[config.mk]
export PLATFORM = sky130hd
export DESIGN_NAME = lector_tablero
export DESIGN_NICKNAME = d
export VERILOG_FILES = /design/src/rtl/lector_tablero.sv
export SDC_FILE = /design/constraint.sdc
export NUM_CORES = 1
export LEC_CHECK = 0
export CAP_MARGIN = 20
export CORE_MARGIN = 5
export CORE_UTILIZATION = 46
export CTS_CLUSTER_SIZE = 10
export DETAILED_ROUTE_END_ITERATION = 8
export PLACE_DENSITY_LB_ADDON = 0.1
export SKIP_LAST_GASP = 1
export SLEW_MARGIN = 30
export SYNTH_ARGS = -nofsm -noshare
export SYNTH_HDL_FRONTEND = slang
export SYNTH_SLANG_ARGS = --single-unit
[constraint.sdc]
create_clock -name clk -period 1.55 [get_ports clk]
set_input_delay 0.31 -clock clk [delete_from_list [all_inputs] [get_ports clk]]
set_output_delay 0.31 -clock clk [all_outputs]
set_load 0.005 [all_outputs]
[src/rtl/lector_tablero.sv]
// Board status reader: sweeps all 64 cells in row-major order, then reports
// revealed/flag counts plus win/loss status with a one-cycle done pulse.
module lector_tablero (
  input  logic       clk,
  input  logic       rst,
  input  logic       start,
  input  logic [5:0] cantBombas,
  input  logic [6:0] celda,
  output logic [2:0] i_lect,
  output logic [2:0] j_lect,
  output logic       busy,
  output logic       done,
  output logic       perdio,
  output logic       gano,
  output logic [6:0] banderas,
  output logic [6:0] reveladas
);

  localparam int unsigned IDX_W = 6;
  localparam int unsigned CNT_W = 7;
  localparam int unsigned CELLS = 64;

  localparam int unsigned BIT_BOMB   = 6;
  localparam int unsigned BIT_FLAG   = 5;
  localparam int unsigned BIT_REVEAL = 4;

  typedef enum logic [1:0] {
    IDLE = 2'd0,
    SCAN = 2'd1,
    EVAL = 2'd2
  } state_t;

  state_t             state_q, state_d;
  logic [IDX_W-1:0]   idx_q, idx_d;
  logic [IDX_W-1:0]   addr_q, addr_d;
  logic [CNT_W-1:0]   rev_cnt_q, rev_cnt_d;
  logic [CNT_W-1:0]   flag_cnt_q, flag_cnt_d;
  logic               hit_q, hit_d;
  logic               busy_q, busy_d;
  logic               done_q, done_d;
  logic               perdio_q, perdio_d;
  logic               gano_q, gano_d;
  logic [CNT_W-1:0]   banderas_q, banderas_d;
  logic [CNT_W-1:0]   reveladas_q, reveladas_d;

  // Neighbor count is carried on the cell bus but plays no part in status.
  logic celda_unused;
  assign celda_unused = ^celda[3:0];

  // Next-state, counters and result logic.
  always_comb begin
    state_d     = state_q;
    idx_d       = idx_q;
    rev_cnt_d   = rev_cnt_q;
    flag_cnt_d  = flag_cnt_q;
    hit_d       = hit_q;
    done_d      = 1'b0;
    perdio_d    = perdio_q;
    gano_d      = gano_q;
    banderas_d  = banderas_q;
    reveladas_d = reveladas_q;

    case (state_q)
      IDLE: begin
        if (start) begin
          state_d    = SCAN;
          idx_d      = '0;
          rev_cnt_d  = '0;
          flag_cnt_d = '0;
          hit_d      = 1'b0;
        end
      end
      SCAN: begin
        if (celda[BIT_REVEAL]) rev_cnt_d = rev_cnt_q + CNT_W'(1);
        if (celda[BIT_FLAG])   flag_cnt_d = flag_cnt_q + CNT_W'(1);
        if (celda[BIT_BOMB] && celda[BIT_REVEAL]) hit_d = 1'b1;
        idx_d = idx_q + IDX_W'(1);
        if (idx_q == IDX_W'(CELLS - 1)) state_d = EVAL;
      end
      EVAL: begin
        reveladas_d = rev_cnt_q;
        banderas_d  = flag_cnt_q;
        perdio_d    = hit_q;
        gano_d      = !hit_q &&
                      (rev_cnt_q == (CNT_W'(CELLS) - {1'b0, cantBombas}));
        done_d      = 1'b1;
        state_d     = IDLE;
      end
      default: state_d = IDLE;
    endcase

    // Address and busy follow the upcoming state so they line up with celda.
    busy_d = (state_d != IDLE);
    addr_d = (state_d == SCAN) ? idx_d : '0;
  end

  always_ff @(posedge clk) begin
    if (rst) begin
      state_q     <= IDLE;
      idx_q       <= '0;
      addr_q      <= '0;
      rev_cnt_q   <= '0;
      flag_cnt_q  <= '0;
      hit_q       <= 1'b0;
      busy_q      <= 1'b0;
      done_q      <= 1'b0;
      perdio_q    <= 1'b0;
      gano_q      <= 1'b0;
      banderas_q  <= '0;
      reveladas_q <= '0;
    end else begin
      state_q     <= state_d;
      idx_q       <= idx_d;
      addr_q      <= addr_d;
      rev_cnt_q   <= rev_cnt_d;
      flag_cnt_q  <= flag_cnt_d;
      hit_q       <= hit_d;
      busy_q      <= busy_d;
      done_q      <= done_d;
      perdio_q    <= perdio_d;
      gano_q      <= gano_d;
      banderas_q  <= banderas_d;
      reveladas_q <= reveladas_d;
    end
  end

  assign i_lect    = addr_q[5:3];
  assign j_lect    = addr_q[2:0];
  assign busy      = busy_q;
  assign done      = done_q;
  assign perdio    = perdio_q;
  assign gano      = gano_q;
  assign banderas  = banderas_q;
  assign reveladas = reveladas_q;

endmodule

==> results of run 1 <==
[sequential cells by signal, summed over array words and instances, names as in the netlist]
name	flops
idx_q	6
banderas	7
rev_cnt_q	7
reveladas	7
done	1
perdio	1
flag_cnt_q	7
state_q	2
busy	1
addr_q	6
gano	1
hit_q	1
[worst max-delay path: stages (launching register included)]
cell	delay [ps]
dfxtp_1	330
ha_2	190
and3_4	180
and3_4	190
a211oi_4	270
buf_4	150
nor2b_1	120
[metrics by stage]
| stage | area [sq um] | TNS (ps) |
|---|---|---|
| after floorplan | 2120 | 0 |
| after global routing | 2860 | -30.1 |
| final | 2860 | 0 |
| after global placement | 2700 | -2680 |
| after detailed placement | 2700 | -2740 |
| after CTS | 2830 | -4.33 |
[per-layer routing]
metal	GRT usage	up-vias
met2	0.246	33
met1	0.197	858
li1	-	951
met3	0.0475	9
met4	0.0584	0
met5	0	-
[final cells by class]
| type | count | share of cell area |
|---|---|---|
| timing repair buffer | 67 | 0.207 |
| clock buffer | 5 | 0.0241 |
| clock inverter | 3 | 0.0162 |
| tap | 52 | 0.0228 |
| sequential | 47 | 0.330 |
| inverter | 5 | 0.00657 |
| multi-input combinational | 178 | 0.394 |
[logic make-up (layout without fill, tap and decap cells)]
logic type,Yosys count,count (layout),synth area share
flops,47,47,0.444
buf+inv,18,80,0.0425
fa+ha+maj,4,4,0.0236
simple gates,109,109,0.261
mux,5,5,0.0266
xor+xnor,18,18,0.0744
compound gates,42,42,0.128
[cells in the final DEF (no fill, tap or decap), drive strengths merged, types with 5 or more instances in the layout]
| cell | netlist | routed |
|---|---|---|
| nor2b | 8 | 8 |
| nand4 | 5 | 5 |
| inv | 5 | 6 |
| clkdlybuf4s50 | 0 | 32 |
| xnor2 | 9 | 9 |
| xor2 | 9 | 9 |
| clkbuf | 7 | 5 |
| dfxtp | 47 | 47 |
| buf | 6 | 32 |
| a21oi | 20 | 20 |
| nor3 | 5 | 5 |
| o21ai | 7 | 7 |
| nor2 | 26 | 26 |
| nand2 | 40 | 40 |
| nand3 | 7 | 7 |
[repair_timing]
action / 4_1_cts / 5_1_grt
gates resized for setup: 7 / 7
pin swaps: 4 / 1
setup endpoints to repair: 6 / 9
buffers inserted: 0 / 0
[power by group through the flow]
stage	registers (W)	logic, W	clock network, W
final	0.00123	0.000217	0.000909
after global routing	0.00124	0.000240	0.000994
after CTS	0.00123	0.000215	0.000940
after detailed placement	0.00126	0.000212	0
after global placement	0.00126	0.000211	0
after floorplan	0.00126	0.000103	0
[worst max path at each step]
| stage | to | from | depth (start not counted) |
|---|---|---|---|
| after floorplan | gano | cantBombas[0] | 8 |
| after global placement | gano | cantBombas[0] | 8 |
| after detailed placement | gano | cantBombas[0] | 8 |
| after CTS | gano | cantBombas[2] | 6 |
| after global routing | gano | state_q[1] | 6 |
| final | addr_q[5] | idx_q[0] | 6 |
==> results.cfg, run 1 <==
[outcome]
status = complete, no violations

[pwr]
p_leak_nw = 1.10
p_total_w = 0.00236
vdd_drop_max_mv = 0.475
p_int_w = 0.00182
power_frac_comb = 0.092
power_switching_w = 0.000540
sw_frac_of_total = 0.229
p_per_area_nw_per_um2 = 826
clockPowerShare = 0.385
power_frac_seq = 0.523

[worst_hold_path]
hp-start = banderas[6]
hold_class = reg2reg
worst_hold_path.endpoint = banderas[6]
hold_depth = 2

[finish]
multiInputGateArea_sq_um = 1120
seq_area_sq_um = 942
n_fill_cell = 397
area_growth_pct = 34.7
drive_gt1_frac = 0.203
final_cells = 357
nets = 324
diodes = 0
final_core_util = 0.647

[sta]
setup_viol = 0
rsz0062_at_grt = true
fin_worst_skew_ps = 13.6
tightest_slew_ps = 332
post-route-min-period_ps = 1490
fin_hold_ws_ps = 455
period_share = 0.964
fin_ws_ps = 56.1
relSlewSlack = 0.774
clock.fmax_ghz = 0.669
hold_viol = 0
slew_violations = 0

[global_route]
grt_use_total = 0.155
grt_pass1_wl_microns = 7810
antenna_found_initial = 0
grt_pass1_vias = 1750
grt_max_degree = 17
grt_overflow = 0

[floorplanning]
core_sq_um = 4410
die_area_sq_um = 6070
initial_core_util = 0.480
dieHeight_microns = 77.9
rows = 24
fp.dieW_microns = 77.9
ios = 40

[worst_setup_path]
ff2ff_setup_slack_ps = 60
rr_worst_depth = 6
arrival_ps = 1740
r2r_start = idx_q[0]
criticalPathCategory = reg2reg
r2r_end = addr_q[5]
start_kind = flop
crit_fanout = 3
required_ps = 1790
crit_path_end_kind = flop

[route]
wl_met2_microns = 2150
vias = 1851
met3_length_microns = 225
viasPerCell = 5.18
dr.max_layer_used = met4
drc = 0
drt_first_pass_iters = 4
drtIter0Drc = 113
drtAntennaViolNets = 0
wl_microns = 4550
drt-met1-wl_microns = 2080
wl_per_cell_microns = 12.7

[yosys]
yosysSeqAreaShare = 0.444
yosysUniqueCellTypes = 46
ys_warn_count = 0
synth-seq-cells = 47
synth_area_leader_cell = dfxtp_1
synth_area_sq_um = 2120
syn_inst = 243
synth_top_area_frac = 0.444
synthArstFlopShare = 0
yosys-top-cells-count = dfxtp_1, nand2_1, nor2_1
ys_top_cells_by_area = dfxtp_1, nand2_1, a21oi_1
ys.flop_type = dfxtp_1
synth_nets = 263
yosysMostFrequentCell = dfxtp_1
syn_avg_cell_area_sq_um = 8.72
synth-edff-count = 0

[placed_design]
io_buffers = 35
preCtsSetupSlack_ps = -473
gp_congestion = 0.821
hpwlAfterDp_microns = 3420
dp.cells = 349

[clock_network]
cts_hold_buf = 0
cts_made_buffers = 5
cts.path.max_buffers = 2
cts_tree = yes
h-tree-depth = 2
clkSinkCount = 47
cts-root-buf = clkbuf_8
clk_pin_slew_worst_paths_ps = 90
clkLatencyLatePin_ps = 300

[job]
maxCapViolations = 0
Note: power is estimated with default switching activity, not from simulation.
==> inputs of run 2 (changes only) <==
--- a/config.mk
+++ b/config.mk
@@ -8,6 +8,7 @@
 export CAP_MARGIN = 20
 export CORE_MARGIN = 5
 export CORE_UTILIZATION = 46
+export CTS_BUF_LIST = sky130_fd_sc_hd__clkbuf_16
 export CTS_CLUSTER_SIZE = 10
 export DETAILED_ROUTE_END_ITERATION = 8
 export PLACE_DENSITY_LB_ADDON = 0.1
==> results.cfg, run 2 (synthesized netlist as in run 1, its figures left out) <==
[worst_setup_path]
critPathMaxStageDelay_ps = 320
crit_path_end_kind = flop
cp_common_cell = and3_4
required_ps = 1770
cp_cell_sequence = ha_2 -> and3_4 -> and3_4 -> a211oi_4 -> buf_4 -> nor2b_1
crit_buf_inv = 1
worst_path_max_delay_cell = dfxtp_1
critPathTopFamily = simple AND/OR/NAND/NOR gates
worst-path-stages = 6
start_kind = flop
crit_fanout = 3
arrival_ps = 1700
criticalPathCategory = reg2reg
rr_worst_depth = 6

[sta]
clock.fmax_ghz = 0.676
slew_violations = 0
period_share = 0.955
setup_viol = 0
relSlewSlack = 0.765
rsz0062_at_grt = true
fin_ws_ps = 69.7
post-route-min-period_ps = 1480
tightest_slew_ps = 345
hold_viol = 0
fin_worst_skew_ps = 6.22

[clock_network]
cts_made_buffers = 5
h-tree-depth = 2
clkLatencyLatePin_ps = 280
clk_pin_slew_worst_paths_ps = 60
post_cts_buffers = 0
clkSinkCount = 47
cts.path.max_buffers = 2
cts-root-buf = clkbuf_16
cts_tree = yes

[floorplanning]
rows = 24
fp.dieW_microns = 77.9
dieHeight_microns = 77.9
ios = 40
initial_core_util = 0.480
die_area_sq_um = 6070
core_sq_um = 4410

[finish]
n_fill_cell = 391
final_cell_area_sq_um = 2910
final_core_util = 0.660
nets = 324
mostFrequentLayoutCells = dfxtp_1, nand2_1, clkdlybuf4s50_1, buf_4, nor2_1
diodes = 0
drive_gt1_frac = 0.203
final_common_cell = dfxtp_1
area_growth_pct = 37.4

[global_route]
grt_overflow = 0
grt_use_total = 0.158
grt_pass1_wl_microns = 7910
antenna_found_initial = 0
grt_pass1_vias = 1757
grt_max_degree = 17

[pwr]
vdd_drop_max_mv = 0.650
p_leak_nw = 1.12
p_per_area_nw_per_um2 = 915

[route]
vias = 1849
wl_per_cell_microns = 12.8
drtIter0Drc = 98
viasPerCell = 5.18
drtAntennaViolNets = 0
wl_microns = 4580
drc = 0
drt_first_pass_iters = 4

[worst_hold_path]
hold_depth = 2
hold_class = reg2reg

[placed_design]
hpwlAfterDp_microns = 3420
io_buffers = 35
preCtsSetupSlack_ps = -473
gp_congestion = 0.821
placed_cell_area_sq_um = 2700

[outcome]
status = complete, no violations

[job]
maxCapViolations = 0
run 2: stage by stage:
| stage | total power, W | hold slack (ps) | cells | setup TNS [ps] |
|---|---|---|---|---|
| 4_1_cts | 0.00271 | 455 | 357 | -22.8 |
| 3_5_place_dp | 0.00147 | 447 | 349 | -2740 |
| 6_report | 0.00266 | 452 | 357 | 0 |
| 5_1_grt | 0.00280 | 469 | 357 | -22.6 |
| 2_1_floorplan | 0.00136 | 379 | 243 | 0 |
| 3_3_place_gp | 0.00147 | 442 | 349 | -2680 |
run 2: path summary, 6_finish.rpt:
check	startpoint	endpoint	slack [ps]
worst max-delay path	idx_q[0]	addr_q[5]	70
worst min-delay path	banderas[6]	banderas[6]	450
worst max register to register	idx_q[0]	addr_q[5]	70
worst min register to register	banderas[6]	banderas[6]	450
run 2: layout make-up:
cell class / count / area (sq um) / area share
flip-flops and latches: 47 / 942 / 0.324
repair buffers: 67 / 591 / 0.203
well taps: 52 / 65.1 / 0.0223
multi-input cells: 178 / 1120 / 0.386
clock inverters: 3 / 46.3 / 0.0159
clock buffers: 5 / 125 / 0.0430
inverters: 5 / 18.8 / 0.00645
run 2: where the power goes:
part	switching, W	internal [W]
registers	0.0000132	0.00122
logic	0.000103	0.000114
clock network	0.000447	0.000765
total	0.000563	0.00210
run 2: worst register-to-register path, cell delays in order, from the launching register on:
cell,delay [ps]
dfxtp_1,320
ha_2,190
and3_4,180
and3_4,190
a211oi_4,270
buf_4,150
nor2b_1,120
run 2: repair_timing:
| item | in CTS | in global routing |
|---|---|---|
| resized for setup | 6 | 8 |
| setup endpoints to repair | 6 | 8 |
| pin swaps | 4 | 3 |
| hold buffers | 0 | 0 |
run 2: metal layers:
layer | GRT usage | up-vias | share of wire
li1 | - | 951 | -
met1 | 0.201 | 858 | 0.45
met2 | 0.251 | 34 | 0.49
met3 | 0.0486 | 6 | 0.043
met4 | 0.0550 | 0 | 0.012
met5 | 0 | - | 0
==> inputs of run 3 (changes only) <==
--- a/config.mk
+++ b/config.mk
@@ -6,7 +6,6 @@
 export NUM_CORES = 1
 export LEC_CHECK = 0
 export CAP_MARGIN = 20
-export CORE_MARGIN = 5
 export CORE_UTILIZATION = 46
 export CTS_BUF_LIST = sky130_fd_sc_hd__clkbuf_16
 export CTS_CLUSTER_SIZE = 10
==> results.cfg, run 3 (synthesized netlist as in run 1, its figures left out) <==
[sta]
clock.fmax_ghz = 0.670
slew_violations = 0
fin_ws_ps = 56.5
hold_viol = 0
fin_worst_skew_ps = 6.34
tightest_slew_ps = 322
period_share = 0.964
post-route-min-period_ps = 1490
rsz0062_at_grt = false
setup_viol = 0
relSlewSlack = 0.781

[global_route]
grt_use_total = 0.196
antenna_found_initial = 0
grt_overflow = 0
grt_pass1_vias = 1763
grt_pass1_wl_microns = 7720
grt_max_degree = 17

[clock_network]
cts-root-buf = clkbuf_16
cts_made_buffers = 5
clkLatencyLatePin_ps = 280
clkSinkCount = 47
cts.path.max_buffers = 2
cts_hold_buf = 0
h-tree-depth = 2
cts_tree = yes
clk_pin_slew_worst_paths_ps = 60

[floorplanning]
die_area_sq_um = 4880
ios = 40
fp.dieW_microns = 69.9
dieHeight_microns = 69.9
rows = 24
core_sq_um = 4380
initial_core_util = 0.483

[worst_hold_path]
hold_depth = 2
hold_class = reg2reg

[job]
maxCapViolations = 0

[pwr]
power_frac_seq = 0.496
clockPowerShare = 0.416
power_switching_w = 0.000561
p_int_w = 0.00193
power_frac_comb = 0.089
sw_frac_of_total = 0.225
p_per_area_nw_per_um2 = 867
p_leak_nw = 1.11
vdd_drop_max_mv = 0.549

[route]
drtIter0Drc = 94
vias = 1850
wl_microns = 4510
drt_first_pass_iters = 4
drtAntennaViolNets = 0
wl_per_cell_microns = 12.7
drc = 0
viasPerCell = 5.21

[worst_setup_path]
start_kind = flop
required_ps = 1720
rr_worst_depth = 5
criticalPathCategory = reg2reg
crit_path_end_kind = flop
arrival_ps = 1670
crit_fanout = 2

[placed_design]
io_buffers = 35
dp.cells = 347
placed_cell_area_sq_um = 2700
preCtsSetupSlack_ps = -497
gp_congestion = 0.817
hpwlAfterDp_microns = 3290

[finish]
area_growth_pct = 35.7
final_cells = 355
n_fill_cell = 408
final_cell_area_sq_um = 2880
final_common_cell = dfxtp_1
nets = 322
diodes = 0
drive_gt1_frac = 0.198
mostFrequentLayoutCells = dfxtp_1, nand2_1, clkdlybuf4s50_1, buf_4, nor2_1

[outcome]
status = complete, no violations
run 3: worst max-delay path, stage by stage, from the launching register on:
cell and delay, ps:
dfxtp_2 340, ha_2 190, and3_4 190, mux2_2 320, a22o_1 190, and2_1 150
run 3: power groups by stage:
| stage | logic, W | registers [W] | clock network, W |
|---|---|---|---|
| 4_1_cts | 0.000219 | 0.00123 | 0.00105 |
| 5_1_grt | 0.000240 | 0.00124 | 0.00111 |
| 3_5_place_dp | 0.000217 | 0.00126 | 0 |
| 6_report | 0.000221 | 0.00123 | 0.00104 |
| 2_1_floorplan | 0.000103 | 0.00126 | 0 |
| 3_3_place_gp | 0.000216 | 0.00126 | 0 |
run 3: metrics by stage:
stage / hold WS, ps / TNS (ps) / power [W] / util
4_1_cts: 454 / 0 / 0.00251 / 0.652
2_1_floorplan: 379 / 0 / 0.00136 / -
5_1_grt: 470 / 0 / 0.00258 / 0.656
3_5_place_dp: 446 / -3590 / 0.00148 / 0.616
3_3_place_gp: 443 / -3450 / 0.00148 / 0.616
6_report: 452 / 0 / 0.00249 / 0.656
run 3: final timing paths:
kind                       end         start  slack [ps]
hold / removal    reveladas[4]  reveladas[4]         450
hold reg to reg   reveladas[4]  reveladas[4]         450
setup reg to reg     addr_q[4]      idx_q[1]          60
setup / recovery     addr_q[4]      idx_q[1]          60
run 3: routing by layer:
layer,GRT usage,vias to the layer above,share of wire
met4,0.0667,0,0.012
met2,0.330,35,0.48
met5,0,-,0
li1,-,946,-
met1,0.250,863,0.47
met3,0.0404,6,0.035
run 3: final cells by class:
type,instances,area (sq um),area share
well taps,52,65.1,0.0226
clock buffers,5,125,0.0435
flip-flops and latches,47,943,0.328
clock inverters,3,20.0,0.00696
multi-input cells,178,1110,0.387
inverters,5,18.8,0.00653
repair buffers,65,591,0.205
run 3: what timing repair did:
action,in CTS,in global routing
buffers inserted,0,0
pin swaps,4,4
setup endpoints to repair,5,8
gates resized for setup,6,7
cloned,0,0
